### src/rtl/uc_pkg.sv
// Shared opcode encodings, FSM state and opcode-class decode for the stack control unit.
package uc_pkg;

    localparam logic [4:0] OP_ADD   = 5'h00;
    localparam logic [4:0] OP_SUB   = 5'h01;
    localparam logic [4:0] OP_MUL   = 5'h02;
    localparam logic [4:0] OP_DIV   = 5'h03;
    localparam logic [4:0] OP_AND   = 5'h04;
    localparam logic [4:0] OP_NAND  = 5'h05;
    localparam logic [4:0] OP_OR    = 5'h06;
    localparam logic [4:0] OP_XOR   = 5'h07;
    localparam logic [4:0] OP_CMP   = 5'h08;
    localparam logic [4:0] OP_NOT   = 5'h09;
    localparam logic [4:0] OP_IF_EQ = 5'h0A;
    localparam logic [4:0] OP_IF_GT = 5'h0B;
    localparam logic [4:0] OP_IF_LT = 5'h0C;
    localparam logic [4:0] OP_IF_GE = 5'h0D;
    localparam logic [4:0] OP_IF_LE = 5'h0E;
    localparam logic [4:0] OP_PUSH  = 5'h10;
    localparam logic [4:0] OP_POP   = 5'h11;
    localparam logic [4:0] OP_NOP   = 5'h1F;

    typedef enum logic [2:0] {
        S_IDLE, S_PUSH, S_POP_B, S_POP_A, S_EXEC, S_CMP, S_DONE
    } state_t;

    typedef enum logic [2:0] {
        CL_PUSH, CL_POP, CL_BIN, CL_UNARY, CL_CMP, CL_NOP, CL_ILL
    } op_class_t;

    function automatic op_class_t op_class(input logic [4:0] op);
        op_class_t c;
        if (op <= OP_CMP)                       c = CL_BIN;
        else if (op == OP_NOT)                  c = CL_UNARY;
        else if (op <= OP_IF_LE)                c = CL_CMP;
        else if (op == OP_PUSH)                 c = CL_PUSH;
        else if (op == OP_POP)                  c = CL_POP;
        else if (op == OP_NOP)                  c = CL_NOP;
        else                                    c = CL_ILL;
        return c;
    endfunction

    // Stack words an instruction consumes before it can run.
    function automatic logic [1:0] operands_needed(input op_class_t c);
        logic [1:0] n;
        case (c)
            CL_BIN, CL_CMP:   n = 2'd2;
            CL_POP, CL_UNARY: n = 2'd1;
            default:          n = 2'd0;
        endcase
        return n;
    endfunction

endpackage

### src/rtl/uc_depth_ctr.sv
// Saturating stack-occupancy counter with overflow/underflow check of the offered instruction.
import uc_pkg::*;

module uc_depth_ctr #(
    parameter int STACK_DEPTH = 16,
    parameter int DW          = $clog2(STACK_DEPTH+1)
) (
    input  logic          clk,
    input  logic          reset,
    input  logic          push,
    input  logic          pop,
    input  op_class_t     cls,
    output logic [DW-1:0] depth,
    output logic          viol
);

    localparam logic [DW-1:0] FULL = DW'(STACK_DEPTH);

    logic [DW-1:0] depth_q;

    always_ff @(posedge clk or posedge reset) begin
        if (reset)                          depth_q <= '0;
        else if (push && depth_q != FULL)   depth_q <= depth_q + DW'(1);
        else if (pop && depth_q != '0)      depth_q <= depth_q - DW'(1);
    end

    assign depth = depth_q;
    // Widen both sides so a 2-operand need still compares correctly for tiny stacks.
    assign viol  = ((cls == CL_PUSH) && (depth_q == FULL)) ||
                   ({2'b00, depth_q} < {{DW{1'b0}}, operands_needed(cls)});

endmodule

### src/rtl/uc_pilha_seq.sv
// Stack-datapath control unit: one instruction per valid/ready handshake, strobes decoded from state.
// Optional depth checking is compiled in with `define UC_PILHA_DEPTH_CHECK_EN.
import uc_pkg::*;

module uc_pilha_seq #(
    parameter int  STACK_DEPTH = 16,
    parameter int  DATA_WIDTH  = 16,
    localparam int DW          = $clog2(STACK_DEPTH+1)
) (
    input  logic                  clk,
    input  logic                  reset,
    input  logic                  instr_valid,
    output logic                  instr_ready,
    input  logic [4:0]            instr_op,
    input  logic [DATA_WIDTH-1:0] instr_imm,
    output logic                  done,
    output logic                  err,
    output logic                  resp_cond,
    input  logic                  cond_in,
    output logic                  wren,
    output logic                  controle_pilha,
    output logic                  en_pilha,
    output logic                  en_temp1,
    output logic                  en_temp2,
    output logic                  load_temp1,
    output logic                  load_temp2,
    output logic [4:0]            opcode,
    output logic [DATA_WIDTH-1:0] din_UC,
    output logic [DW-1:0]         depth
);

    state_t                state_q, state_d;
    logic [4:0]            op_q;
    logic [DATA_WIDTH-1:0] imm_q;
    logic                  err_q, cond_q;
    logic                  accept, reject, depth_viol;
    op_class_t             cls_in, cls_q;

    assign cls_in      = op_class(instr_op);
    assign cls_q       = op_class(op_q);
    assign instr_ready = (state_q == S_IDLE);
    assign accept      = instr_valid & instr_ready;
    assign reject      = (cls_in == CL_ILL) | depth_viol;

`ifdef UC_PILHA_DEPTH_CHECK_EN
    uc_depth_ctr #(.STACK_DEPTH(STACK_DEPTH), .DW(DW)) u_depth (
        .clk   (clk),
        .reset (reset),
        .push  (en_pilha & wren),
        .pop   (en_pilha & ~wren),
        .cls   (cls_in),
        .depth (depth),
        .viol  (depth_viol)
    );
`else
    assign depth      = '0;
    assign depth_viol = 1'b0;
`endif

    always_ff @(posedge clk or posedge reset) begin
        if (reset) begin
            state_q <= S_IDLE;
            op_q    <= OP_NOP;
            imm_q   <= '0;
            err_q   <= 1'b0;
            cond_q  <= 1'b0;
        end else begin
            state_q <= state_d;
            if (accept) begin
                op_q  <= instr_op;
                imm_q <= instr_imm;
                err_q <= reject;
            end
            if (state_q == S_CMP) cond_q <= cond_in;
        end
    end

    always_comb begin
        state_d = state_q;
        case (state_q)
            S_IDLE: begin
                if (accept) begin
                    if (reject) state_d = S_DONE;
                    else begin
                        case (cls_in)
                            CL_PUSH:          state_d = S_PUSH;
                            CL_POP, CL_UNARY: state_d = S_POP_A;
                            CL_BIN, CL_CMP:   state_d = S_POP_B;
                            default:          state_d = S_DONE;
                        endcase
                    end
                end
            end
            S_PUSH:  state_d = S_DONE;
            S_POP_B: state_d = S_POP_A;
            S_POP_A: begin
                case (cls_q)
                    CL_BIN, CL_UNARY: state_d = S_EXEC;
                    CL_CMP:           state_d = S_CMP;
                    default:          state_d = S_DONE;
                endcase
            end
            S_EXEC, S_CMP: state_d = S_DONE;
            default:       state_d = S_IDLE;
        endcase
    end

    // Strobes come straight from the state register so reset clears them asynchronously.
    always_comb begin
        wren           = 1'b0;
        controle_pilha = 1'b0;
        en_pilha       = 1'b0;
        en_temp1       = 1'b0;
        en_temp2       = 1'b0;
        load_temp1     = 1'b0;
        load_temp2     = 1'b0;
        done           = 1'b0;
        case (state_q)
            S_PUSH: begin
                wren     = 1'b1;
                en_pilha = 1'b1;
            end
            S_POP_B: begin
                en_pilha   = 1'b1;
                load_temp2 = 1'b1;
                en_temp2   = 1'b1;
            end
            S_POP_A: begin
                en_pilha   = 1'b1;
                load_temp1 = 1'b1;
                en_temp1   = 1'b1;
            end
            S_EXEC: begin
                wren           = 1'b1;
                controle_pilha = 1'b1;
                en_pilha       = 1'b1;
            end
            S_DONE:  done = 1'b1;
            default: ;
        endcase
    end

    assign err       = done & err_q;
    assign resp_cond = cond_q;
    assign opcode    = op_q;
    assign din_UC    = imm_q;

endmodule

### config.mk
export PLATFORM = sky130hd
export DESIGN_NAME = uc_pilha_seq
export DESIGN_NICKNAME = d
export VERILOG_FILES = /design/src/rtl/uc_pkg.sv /design/src/rtl/uc_depth_ctr.sv /design/src/rtl/uc_pilha_seq.sv
export SDC_FILE = /design/constraint.sdc
export NUM_CORES = 1
export LEC_CHECK = 0
export BUFFER_PORTS_ARGS = -buffer_cell sky130_fd_sc_hd__buf_2
export CAP_MARGIN = 5
export CORE_MARGIN = 8
export CORE_UTILIZATION = 49
export DETAILED_ROUTE_END_ITERATION = 6
export PLACE_DENSITY_LB_ADDON = 0.15
export SLEW_MARGIN = 20
export SYNTH_ARGS = -nofsm -noshare
export SYNTH_HDL_FRONTEND = slang
export SYNTH_HIERARCHICAL = 1
export SYNTH_SLANG_ARGS = --single-unit
### constraint.sdc
create_clock -name clk -period 2.7 [get_ports clk]
set_input_delay 0 -clock clk [delete_from_list [all_inputs] [get_ports clk]]
set_output_delay 0 -clock clk [all_outputs]
set_load 0.02 [all_outputs]
# --- After elaboration in Yosys (flattened, before gate mapping) ---
# Index checks and enable logic that the tools add are counted.
totals:
  reg_bits: 26
  input_bits: 25
  output_inout_bits: 37
  wordCells: 65
classes:
  magnitude_cmp: 4
  n_eq_ne: 23
  n_mux: 23
  n_bitwise: 2
  reduce_logical: 8
ops:
  columns: ["cell", "count"]
  rows:
  - ["two-way mux 3 bit", 12]
  - ["== test 5 bit (second input constant)", 6]
  - ["<= comparator 5 x 4 -> 1 bit (second input constant)", 4]
  - ["== test 3 x 2 -> 1 bit (second input constant)", 6]
  - ["== test 3 bit (second input constant)", 6]
  - ["one-hot mux 3 bit (4 select lines)", 1]
  - ["== test 5 x 4 -> 1 bit (second input constant)", 2]
  - ["one-hot mux 3 bit (3 select lines)", 1]
  - ["OR reduction 2 bit", 4]
  - ["== test 3 x 1 -> 1 bit (second input constant)", 2]
  - ["logical NOT 3 bit", 2]
  - ["two-way mux 1 bit", 6]
  - ["two-way mux 2 bit", 2]
  - ["one-hot mux 2 bit (2 select lines)", 1]
  - ["OR reduction 4 bit", 1]
  - ["OR reduction 3 bit", 1]
  - ["bitwise AND 1 bit", 2]
  - ["inequality test 2 x 1 -> 1 bit (second input constant)", 1]

# --- Logic depth before layout (Yosys ltp) ---
# Gate-level depths: netlist of the first run.
depth:
  word_depth: 13
  mapped_depth: 8
  depth_no_buf: 5

# --- Worst setup path before layout of the first run ---
# No wires, ideal clock.
synth_timing:
  path_kind: "register -> output"
  from: "reg state_q[2]"
  to: "out err"
  t_arrival_ns: 1.548
  t_required_ns: 2.700
  slack_ns: 1.152
  path_stages_with_launch: 4
  n_path_buf: 1
  path_cell_list: "dfrtp_1 clkbuf_1 nor3b_1 and2_1"
synth_between:
  elab_chain_len: 3
synth_lines:
  columns: ["item", "line_no", "source"]
  rows:
  - ["start: declaration", "uc_pilha_seq.sv:32", "state_t state_q, state_d;"]
  - ["start signal: assignment", "uc_pilha_seq.sv:68", "state_q <= state_d;"]
  - ["== test 3 bit", "uc_pilha_seq.sv:118", "case (state_q)"]
  - ["two-way mux 1 bit", "uc_pilha_seq.sv:118", null]
  - ["net done", "uc_pilha_seq.sv:16", "output logic done,"]
  - ["bitwise AND 1 bit", "uc_pilha_seq.sv:143", "assign err = done & err_q;"]
  - ["end: declaration", "uc_pilha_seq.sv:17", "output logic err,"]
# The timed path passes the listed nets, and every way through them passes these cells.

# --- Final worst setup path of the first run ---
layout_timing:
  from: "reg state_q[0]"
  to: "reg err_q"
layout_between:
  elab_chain_len: 2
layout_lines:
  columns: ["item", "line_no", "source"]
  rows:
  - ["logical NOT 3 bit", "uc_pilha_seq.sv:41", "assign instr_ready = (state_q == S_IDLE);"]
  - ["bitwise AND 1 bit", "uc_pilha_seq.sv:42", "assign accept = instr_valid & instr_ready;"]
  - ["end signal: assignment", "uc_pilha_seq.sv:72", "err_q <= reject;"]
  - ["end: declaration", "uc_pilha_seq.sv:35", "logic err_q, cond_q;"]
# No other way between the ends.
# A chain may end at the register's enable or synchronous reset.

==> summary.txt, run 1 <==
Setup path
  – Worst endpoint required time: approximately 3 ns
  – Largest incremental delay on the critical path: between 0.5 and 0.6 ns
  – Launching element of the worst setup path: state_q[0]$_DFFE_PP0P_
  – Reg-to-reg critical path endpoint: err_q$_DFFE_PP0P_
  – Reg2Reg Launch Point: state_q[0]$_DFFE_PP0P_
  – Data arrival at the endpoint of the critical path: 2.05 ns
  – Cell chain of the critical path: or3_4, clkinv_2, nand2_1, o31ai_1
  – Destination of the critical timing path: err_q$_DFFE_PP0P_
  – Startpoint type of the worst setup path: register
  – Cells on worst reg2reg path: 4
  – Element type at the critical path end: register
  – Crit Path Category: reg -> reg
  – Slowest cell on crit path: sky130_fd_sc_hd__dfrtp_1
  – Setup slack of the worst register-to-register path: 0.89 ns
  – Highest fanout seen on the critical path: 19

Floorplanning
  – Horizontal die dimension: 67.31 µm
  – Area inside the core boundary: 2477 µm²
  – Initial core utilization: 52.07%
  – Floorplan die height: 67.31 µm
  – Floorplan row count: 18
  – Number of I/O pins: 62
  – Die Area: roughly 4500 µm²

Global routing
  – Global-route wire length before repair: 5.561 mm
  – Number of antenna violations at the first check in global routing: 0
  – Global-route congestion overflow total: 0
  – Via count of the first global-routing pass: approximately 1200
  – Overall track demand over capacity in global routing: 15.76%
  – Largest net degree at the start of global routing: 27

Routing
  – Average vias per placed instance: 4.988
  – Average wire per standard cell: 14.24 µm
  – DRC violation total after the first TritonRoute iteration: 74
  – DRC Markers: 0
  – Total length of routed wires: 3.488 mm
  – Via count: between 1000 and 1500
  – Antenna-violating nets left: 0
  – Number of detailed-route iterations in the first pass: 4

Timing
  – RSZ-0062 raised after global routing: no
  – Number of endpoints failing setup at the final stage: 0
  – Count of final hold-check violations: 0
  – Count of final max-slew check failures: 0
  – Period minus WS final: 1.810 ns
  – Setup WS post-layout: 0.8902 ns
  – Period utilization: 67.03%
  – Tightest Pin Transition: ~0.96 ns
  – Upper clock frequency limit: roughly 550 MHz
  – Max-slew headroom at the worst pin: between 30 and 40%
  – Skew final: roughly 0.0029 ns
  – Setup TNS Final: 0 ns

Synth
  – Cell Area, Synth: 1290 µm²
  – XOR/XNOR Fraction of Synth Area: 1.358%
  – Number of warning messages in the yosys log: 6
  – Number of distinct library cell variants in the gate-level netlist after synthesis: 35
  – Syn_area_per_cell: a little over 9 µm²
  – Main combinational cell family by area after synthesis: simple AND/OR/NAND/NOR gates
  – Post-synthesis mux area share: 5.141%
  – Post-synthesis adder-cell area fraction: 0%
  – Flop and latch count out of synthesis: 26
  – Count of mapped cells out of synthesis: 140
  – Simple logic cell fraction of the synthesized area: between 20% and 30%
  – Seq/Total Area, Yosys: 50.92%
  – Synthesized-area fraction occupied by ao, oa, aoi and oai cells: under 10%

Cells and area
  – Antenna diodes: 0
  – Net count of the finished layout: 241
  – Most common cell after layout, fill and taps aside: sky130_fd_sc_hd__buf_2
  – Proportion of layout cells with a drive suffix above 1: roughly a third
  – Final core utilization: between 70% and 80%
  – Synth-to-Final Area Change: 40.54%
  – Leading cell types in the layout, fill and taps excluded: sky130_fd_sc_hd__buf_2, sky130_fd_sc_hd__nand2_1, sky130_fd_sc_hd__dlygate4sd3_1, sky130_fd_sc_hd__dfrtp_1

Hold path
  – Type of the worst min-delay path: in -> reg

Power
  – Post-route total power: 0.001974 W
  – Pwr Density: 1089 nW/µm²
  – Maximum VDD drop: 0.0007242 V
  – Reported leakage power: ~0.96 nW

Clock network
  – Num CTS Buffers: 3
  – CTS tree: yes
  – Clock tree buffer depth: 2
  – Cell chosen for the clock root: sky130_fd_sc_hd__clkbuf_4
  – # resized after CTS: 0
  – Clock-pin slew reported for the worst setup and hold paths after clock tree synthesis: about 0.14 ns
  – Worst-Skew Late Latency: 0.32 ns
  – Number of levels the H-tree was split into: 1
  – Sinks on the clock net: 26

Placed design
  – Number of input and output port buffers inserted: 56
  – Routability Congestion: 0.8516
  – HPWL after detailed placement: between 2 and 2.5 mm
  – Post-placement setup slack: 0.8969 ns

Status
  – Outcome: finished clean

Run
  – Max Cap Viol: 0
## per-stage QoR
step           instances  hold slack, ns  instance area (µm²)
2_1_floorplan        144         0.03631                 1305
3_3_place_gp         217          0.1900                 1520
3_5_place_dp         217          0.1917                 1520
4_1_cts              245          0.3861                 1813
5_1_grt              245          0.3865                 1813
6_report             245          0.3917                 1813
## synthesized netlist by cell type
cell                        number  area share, %
sky130_fd_sc_hd__a21boi_0        1           0.58
sky130_fd_sc_hd__a21oi_1         1           0.39
sky130_fd_sc_hd__a311o_1         1           0.78
sky130_fd_sc_hd__a31oi_1         1           0.49
sky130_fd_sc_hd__a32o_1          1           0.78
sky130_fd_sc_hd__and2_1          3            1.5
sky130_fd_sc_hd__and2_4          1           0.68
sky130_fd_sc_hd__and3_1          1           0.49
sky130_fd_sc_hd__buf_2           1           0.39
sky130_fd_sc_hd__buf_4           7            4.1
sky130_fd_sc_hd__buf_6           2            1.7
sky130_fd_sc_hd__buf_8           1            1.2
sky130_fd_sc_hd__clkbuf_1        2           0.58
sky130_fd_sc_hd__clkinv_2        1           0.39
sky130_fd_sc_hd__conb_1          1           0.29
sky130_fd_sc_hd__dfrtp_1        21             41
sky130_fd_sc_hd__dfstp_2         5             10
sky130_fd_sc_hd__inv_1           4            1.2
sky130_fd_sc_hd__mux2_2          5            4.4
sky130_fd_sc_hd__mux2i_1         1           0.78
sky130_fd_sc_hd__nand2_1        54             16
sky130_fd_sc_hd__nand2b_1        1           0.49
sky130_fd_sc_hd__nand3_1         2           0.78
sky130_fd_sc_hd__nor2_1          3           0.87
sky130_fd_sc_hd__nor3_1          3            1.2
sky130_fd_sc_hd__nor3b_1         3            1.7
sky130_fd_sc_hd__nor4b_1         1           0.68
sky130_fd_sc_hd__o2111ai_1       1           0.68
sky130_fd_sc_hd__o21a_1          1           0.58
sky130_fd_sc_hd__o21ai_0         2           0.78
sky130_fd_sc_hd__o22ai_1         2           0.97
sky130_fd_sc_hd__o31ai_1         2            1.2
sky130_fd_sc_hd__o32ai_1         1           0.68
sky130_fd_sc_hd__or3_4           1           0.87
sky130_fd_sc_hd__xnor2_1         2            1.4
## logic make-up (layout without fill, tap and decap cells)
logic type                count (synthesis)  after routing
DFF                                      26             26
xor gates and xnor gates                  2              2
muxes                                     6              6
and+or+nand+nor                          73             73
other                                     1              5
AOI/OAI and AO/OA                        14             14
buffers and inverters                    18             89
## flip-flops by register name, summed over array words and instances (netlist names)
signal / count
din_UC: 16
err_q: 1
opcode: 5
resp_cond: 1
state_q: 3
## worst max-delay path: cells and delay by family (launching register included)
| kind | cells | cell delay (ns) |
|---|---|---|
| simple gates | 2 | 0.79 |
| flops | 1 | 0.52 |
| compound gates | 1 | 0.35 |
| buf+inv | 1 | 0.07 |
## repair_timing
item,4_1_cts,5_1_grt
endpoints found under the hold margin,44,0
buffers inserted,0,0
hold buffers,24,0
## per-layer routing
layer  routed length, µm  GRT usage, %
met1                1299         17.40
met3                 346         4.801
met2                1799         28.08
met4                  42         5.483
met5                   0             0
## worst min-delay path by stage
stage | to | from | slack [ns] | depth (start not counted)
6_report | din_UC[3]$_DFFE_PP0P_ | instr_imm[3] | 0.39 | 4
5_1_grt | din_UC[15]$_DFFE_PP0P_ | instr_imm[15] | 0.39 | 4
4_1_cts | din_UC[15]$_DFFE_PP0P_ | instr_imm[15] | 0.39 | 4
3_5_place_dp | din_UC[15]$_DFFE_PP0P_ | instr_imm[15] | 0.19 | 3
3_3_place_gp | din_UC[4]$_DFFE_PP0P_ | instr_imm[4] | 0.19 | 3
2_1_floorplan | din_UC[0]$_DFFE_PP0P_ | reset | 0.04 | 1
## cell type report
type                    count  area [µm²]
fillers                   213       664.4
flip-flops and latches     26       656.9
multi-input cells         100       525.5
repair buffers             80       520.5
well taps                  30       37.54
clock inverters             1       30.03
clock buffers               3       22.52
inverters                   5       20.02
## report_power, final
part           internal, W  switching (W)  total [W]
Clock             0.000150       0.000116   0.000266
Combinational     0.000367       0.000603   0.000970
Sequential        0.000597       0.000141   0.000737
Power figures use the tool's default switching activity.
==> run 2: changes to the inputs <==
CORE_UTILIZATION = 45   (was 49)
clock period = 1.8 ns   (was 2.7 ns; I/O delays follow)
==> run 2 against run 1 <==
Effect of this change: register-to-register slack got worse by 0.66 ns; worst hold slack got worse by 0.13 ns; via count increased by 0.25%; non-clock buffer count increased by 5; cell count increased by 2.4%; first-iteration DRC count increased by 51%; total power increased by 48%; sequential power increased by 44%; die area increased by 6.7%; combinational power increased by 62%; final area increased by 1.2%; clock skew increased by 0.0044 ns.
==> summary.txt, run 2 (synthesis gave the netlist of run 1 again) <==
Status
  – Outcome: finished clean

Cells and area
  – Proportion of layout cells with a drive suffix above 1: around 35%
  – Most common cell after layout, fill and taps aside: sky130_fd_sc_hd__buf_2
  – Synth-to-Final Area Change: 42.29%
  – Leading cell types in the layout, fill and taps excluded: sky130_fd_sc_hd__buf_2, sky130_fd_sc_hd__nand2_1, sky130_fd_sc_hd__dlygate4sd3_1, sky130_fd_sc_hd__dfrtp_1
  – Net count of the finished layout: roughly 250
  – Layout fillers: 235
  – Flip-flop count of the largest register after layout: 16
  – Antenna diodes: 0
  – Finished Layout Cells: 251

Routing
  – Antenna-violating nets left: 0
  – DRC violation total after the first TritonRoute iteration: 112
  – DRC Markers: 0
  – Number of detailed-route iterations in the first pass: 4
  – Via count: 1225
  – Average vias per placed instance: roughly 4.9
  – Average wire per standard cell: ~14 µm
  – Total length of routed wires: about 3.5 mm

Clock network
  – Num CTS Buffers: 3
  – Sinks on the clock net: 26
  – Post-CTS setup-driven buffer insertion count: 0
  – Number of levels the H-tree was split into: 1
  – Worst-Skew Late Latency: 0.32 ns
  – Clock-pin slew reported for the worst setup and hold paths after clock tree synthesis: around 0.14 ns
  – Clock tree buffer depth: 2
  – Cell chosen for the clock root: sky130_fd_sc_hd__clkbuf_4
  – CTS tree: yes

Setup path
  – Setup slack of the worst register-to-register path: 0.23 ns
  – Slowest cell on crit path: sky130_fd_sc_hd__dfrtp_1
  – Data arrival at the endpoint of the critical path: about 1.8 ns
  – Highest fanout seen on the critical path: 10
  – Worst endpoint required time: slightly above 2 ns
  – Startpoint type of the worst setup path: register
  – Cell chain of the critical path: or3_4, clkinv_2, nand2_1, buf_4, nand2_1, nand2_1
  – Worst path most repeated cell: sky130_fd_sc_hd__nand2_1
  – Largest incremental delay on the critical path: 0.44 ns
  – Element type at the critical path end: register
  – Crit Path Category: reg -> reg

Hold path
  – Type of the worst min-delay path: in -> async

Timing
  – RSZ-0062 raised after global routing: no
  – Period utilization: 87.34%
  – Period minus WS final: 1.572 ns
  – Skew final: 0.007290 ns
  – Setup TNS Final: 0 ns
  – Number of endpoints failing setup at the final stage: 0
  – Count of final max-slew check failures: 0
  – Upper clock frequency limit: 636.1 MHz
  – Count of final hold-check violations: 0
  – Setup WS post-layout: 0.2279 ns

Placed design
  – Routability Congestion: 0.7579
  – Cell count after placement: 223
  – Post-placement setup slack: about 0.24 ns
  – HPWL after detailed placement: roughly 2.5 mm
  – Number of input and output port buffers inserted: 56

Floorplanning
  – Horizontal die dimension: 69.54 µm
  – Floorplan row count: 19
  – Number of I/O pins: 62
  – Floorplan die height: 69.54 µm
  – Area inside the core boundary: 2734 µm²
  – Die Area: slightly below 5000 µm²
  – Initial core utilization: a little under half

Run
  – Max Cap Viol: 0

Power
  – Pwr Density: 1591 nW/µm²
  – Maximum VDD drop: ~0.0011 V
  – Post-route total power: 0.002920 W
  – Reported leakage power: roughly 0.98 nW

Global routing
  – Global-route congestion overflow total: 0
  – Via count of the first global-routing pass: 1312
  – Overall track demand over capacity in global routing: 14.77%
  – Global-route wire length before repair: 6.044 mm
  – Number of antenna violations at the first check in global routing: 0
  – Largest net degree at the start of global routing: 27
## run 2: power breakdown
part	internal [W]	switching (W)	total, W
clock network	0.000124	0.000168	0.000291
logic	0.000592	0.000975	0.00157
registers	0.000896	0.000166	0.00106
## run 2: worst paths after layout
kind,startpoint,depth (start not counted),end
max in group asynchronous,reset,4,opcode[1]$_DFFE_PP1P_
max reg2reg,state_q[1]$_DFFE_PP0P_,6,din_UC[4]$_DFFE_PP0P_
min,reset,4,state_q[2]$_DFFE_PP0P_
min reg2reg,din_UC[15]$_DFFE_PP0P_,2,din_UC[15]$_DFFE_PP0P_
max,state_q[1]$_DFFE_PP0P_,6,din_UC[4]$_DFFE_PP0P_
min in group clk,instr_imm[5],4,din_UC[5]$_DFFE_PP0P_
## run 2: metrics by stage
step / instance area, µm² / hold slack, ns / utilization (%)
after floorplan: 1305 / 0.03631 / -
after global placement: 1559 / 0.06803 / 57.03
after detailed placement: 1559 / 0.07316 / 57.03
after CTS: 1836 / 0.2459 / 67.14
after global routing: 1836 / 0.2794 / 67.14
final: 1836 / 0.2594 / 67.14
## run 2: layout make-up
| class | count | area [µm²] | share of cell area [%] |
|---|---|---|---|
| flip-flops and latches | 26 | 656.9 | 35.79 |
| repair buffers | 85 | 558.0 | 30.40 |
| multi-input cells | 100 | 525.5 | 28.63 |
| clock buffers | 4 | 36.28 | 1.977 |
| well taps | 31 | 38.79 | 2.113 |
| inverters | 5 | 20.02 | 1.091 |
## run 2: worst max-delay path, delay by kind of cell, from the launching register on
kind | cells | cell delay [ns]
flops | 1 | 0.44
simple gates | 4 | 0.71
buf+inv | 2 | 0.32
## run 2: per-layer routing
metal  part of all wire (%)  GRT usage (%)  up-vias
met5                      0              0        -
met4                    2.2          6.378        0
met3                    6.0          4.578        8
met2                     52          26.02       35
met1                     40          15.76      576
li1                       -              -      606
## run 2: repair_timing
item,CTS,global route
gates resized for setup,0,0
endpoints found under the hold margin,49,0
hold buffers,24,0
==> run 3: changes to the inputs <==
CORE_ASPECT_RATIO = 0.8   (was unset)
RECOVER_POWER = 50   (was unset)
==> run 3 against run 2 <==
Effect of this change: first-iteration DRC count decreased by 46%; sequential power about the same; worst setup slack got worse by 0.0089 ns; cell count increased by 2.0%; final area decreased by 2.0%.
==> summary.txt, run 3 (synthesis gave the netlist of run 1 again) <==
Timing
  – Skew final: 0.003779 ns
  – Number of endpoints failing setup at the final stage: 0
  – Period minus WS final: roughly 1.6 ns
  – Max-slew headroom at the worst pin: 59.65%
  – Worst hold margin: between 0.015 and 0.02 ns
  – Count of final max-slew check failures: 0
  – Count of final hold-check violations: 0
  – RSZ-0062 raised after global routing: no
  – Period utilization: 87.84%
  – Upper clock frequency limit: approximately 630 MHz
  – Setup TNS Final: 0 ns
  – Tightest Pin Transition: 0.6046 ns

Global routing
  – Number of antenna violations at the first check in global routing: 0
  – Global-route wire length before repair: 5.506 mm
  – Global-route congestion overflow total: 0
  – Largest net degree at the start of global routing: 17
  – Overall track demand over capacity in global routing: 14.39%
  – Via count of the first global-routing pass: 1241

Floorplanning
  – Floorplan die height: 63.89 µm
  – Initial core utilization: about 47%
  – Die Area: 4847 µm²
  – Area inside the core boundary: 2744 µm²
  – Floorplan row count: 17
  – Horizontal die dimension: 75.86 µm
  – Number of I/O pins: 62

Routing
  – Total length of routed wires: ~3.5 mm
  – Average vias per placed instance: 4.824
  – Average wire per standard cell: 13.48 µm
  – DRC violation total after the first TritonRoute iteration: 61
  – Via count: ~1200
  – Number of detailed-route iterations in the first pass: 4
  – DRC Markers: 0
  – Antenna-violating nets left: 0

Setup path
  – Element type at the critical path end: register
  – Largest incremental delay on the critical path: roughly 0.45 ns
  – Setup slack of the worst register-to-register path: 0.22 ns
  – Worst endpoint required time: 2.07 ns
  – Crit Path Category: reg -> reg
  – Slowest cell on crit path: sky130_fd_sc_hd__dfrtp_1
  – Reg2Reg Launch Point: state_q[1]$_DFFE_PP0P_
  – Cell chain of the critical path: or3_4, clkinv_2, and2_4, buf_4, a32o_1
  – Startpoint type of the worst setup path: register
  – Reg-to-reg critical path endpoint: state_q[0]$_DFFE_PP0P_
  – Data arrival at the endpoint of the critical path: 1.85 ns
  – Cells on worst reg2reg path: 5
  – Highest fanout seen on the critical path: 12

Clock network
  – Num CTS Buffers: 3
  – Post-CTS setup-driven buffer insertion count: 0
  – Sinks on the clock net: 26
  – Clock-pin slew reported for the worst setup and hold paths after clock tree synthesis: 0.13 ns
  – Cell chosen for the clock root: sky130_fd_sc_hd__clkbuf_4
  – Clock tree buffer depth: 2
  – Worst-Skew Late Latency: 0.32 ns
  – Number of levels the H-tree was split into: 1
  – # resized after CTS: 0
  – CTS tree: yes

Power
  – Pwr Density: around 1600 nW/µm²
  – Reported leakage power: a little over 0.9 nW
  – Maximum VDD drop: 0.0008370 V

Cells and area
  – Proportion of layout cells with a drive suffix above 1: 27.52%
  – Net count of the finished layout: 244
  – Leading cell types in the layout, fill and taps excluded: sky130_fd_sc_hd__nand2_1, sky130_fd_sc_hd__buf_2, sky130_fd_sc_hd__dlygate4sd3_1, sky130_fd_sc_hd__dfrtp_1, sky130_fd_sc_hd__clkbuf_1
  – Flip-flop count of the largest register after layout: 16
  – Most common cell after layout, fill and taps aside: sky130_fd_sc_hd__nand2_1
  – Synth-to-Final Area Change: 39.48%
  – Finished Layout Cells: 256
  – Antenna diodes: 0
  – Final core utilization: about two thirds

Hold path
  – Number of cells traversed by the worst hold path: 2
  – Hold-critical path endpoint: opcode[2]$_DFFE_PP1P_
  – HP Start: instr_op[2]
  – Type of the worst min-delay path: in -> reg

Placed design
  – HPWL after detailed placement: between 2 and 3 mm
  – Number of input and output port buffers inserted: 56
  – Cell count after placement: 230
  – Routability Congestion: 0.7891

Run
  – Max Cap Viol: 0

Status
  – Outcome: finished clean
[run 3: how the worst max path moves through the flow]
stage                           start                     end  slack, ns
3_3_place_gp   state_q[1]$_DFFE_PP0P_  state_q[0]$_DFFE_PP0P_       0.30
5_1_grt        state_q[1]$_DFFE_PP0P_  state_q[0]$_DFFE_PP0P_       0.13
3_5_place_dp   state_q[1]$_DFFE_PP0P_  state_q[0]$_DFFE_PP0P_       0.25
2_1_floorplan  state_q[2]$_DFFE_PP0P_                     err       0.25
4_1_cts        state_q[1]$_DFFE_PP0P_  state_q[0]$_DFFE_PP0P_       0.22
6_report       state_q[1]$_DFFE_PP0P_  state_q[0]$_DFFE_PP0P_       0.22
[run 3: area by class of cell]
cell class                      instances  area (µm²)
Timing Repair Buffer                   83       513.0
Sequential cell                        26       656.9
Clock buffer                            4       36.28
Tap cell                               38       47.55
Inverter                                5       20.02
Fill cell                             239       944.7
Multi-Input combinational cell        100       525.5
[run 3: critical path: cells and delay by family, from the launching register on]
kind | cells | cell delay (ns)
flops | 1 | 0.45
buf+inv | 2 | 0.29
compound gates | 1 | 0.17
simple gates | 2 | 0.62
[run 3: per-stage QoR]
step | total power, W | setup WS (ns) | instance area [µm²]
after global routing | 0.003079 | 0.1343 | 1799
final | 0.002870 | 0.2189 | 1799
after detailed placement | 0.002616 | 0.2467 | 1568
after CTS | 0.002941 | 0.2170 | 1824
after floorplan | 0.002131 | 0.2523 | 1305
after global placement | 0.002576 | 0.3042 | 1568
[run 3: metal layers]
metal  vias up  wire length (µm)  track usage, %
li1        600                 -               -
met1       596              1437           16.67
met2        35              1710           24.33
met3         4               277           4.673
met4         0                25           4.306
met5         -                 0               0
[run 3: where the power goes]
group          internal [W]  switching (W)
Clock              0.000124       0.000162
Combinational      0.000540       0.000971
Sequential         0.000897       0.000176
Total               0.00156        0.00131
[run 3: repair_timing]
item / CTS / global route
hold buffers: 22 / 0
endpoints found under the setup margin: 0 / 0
hold endpoints to repair: 31 / 0
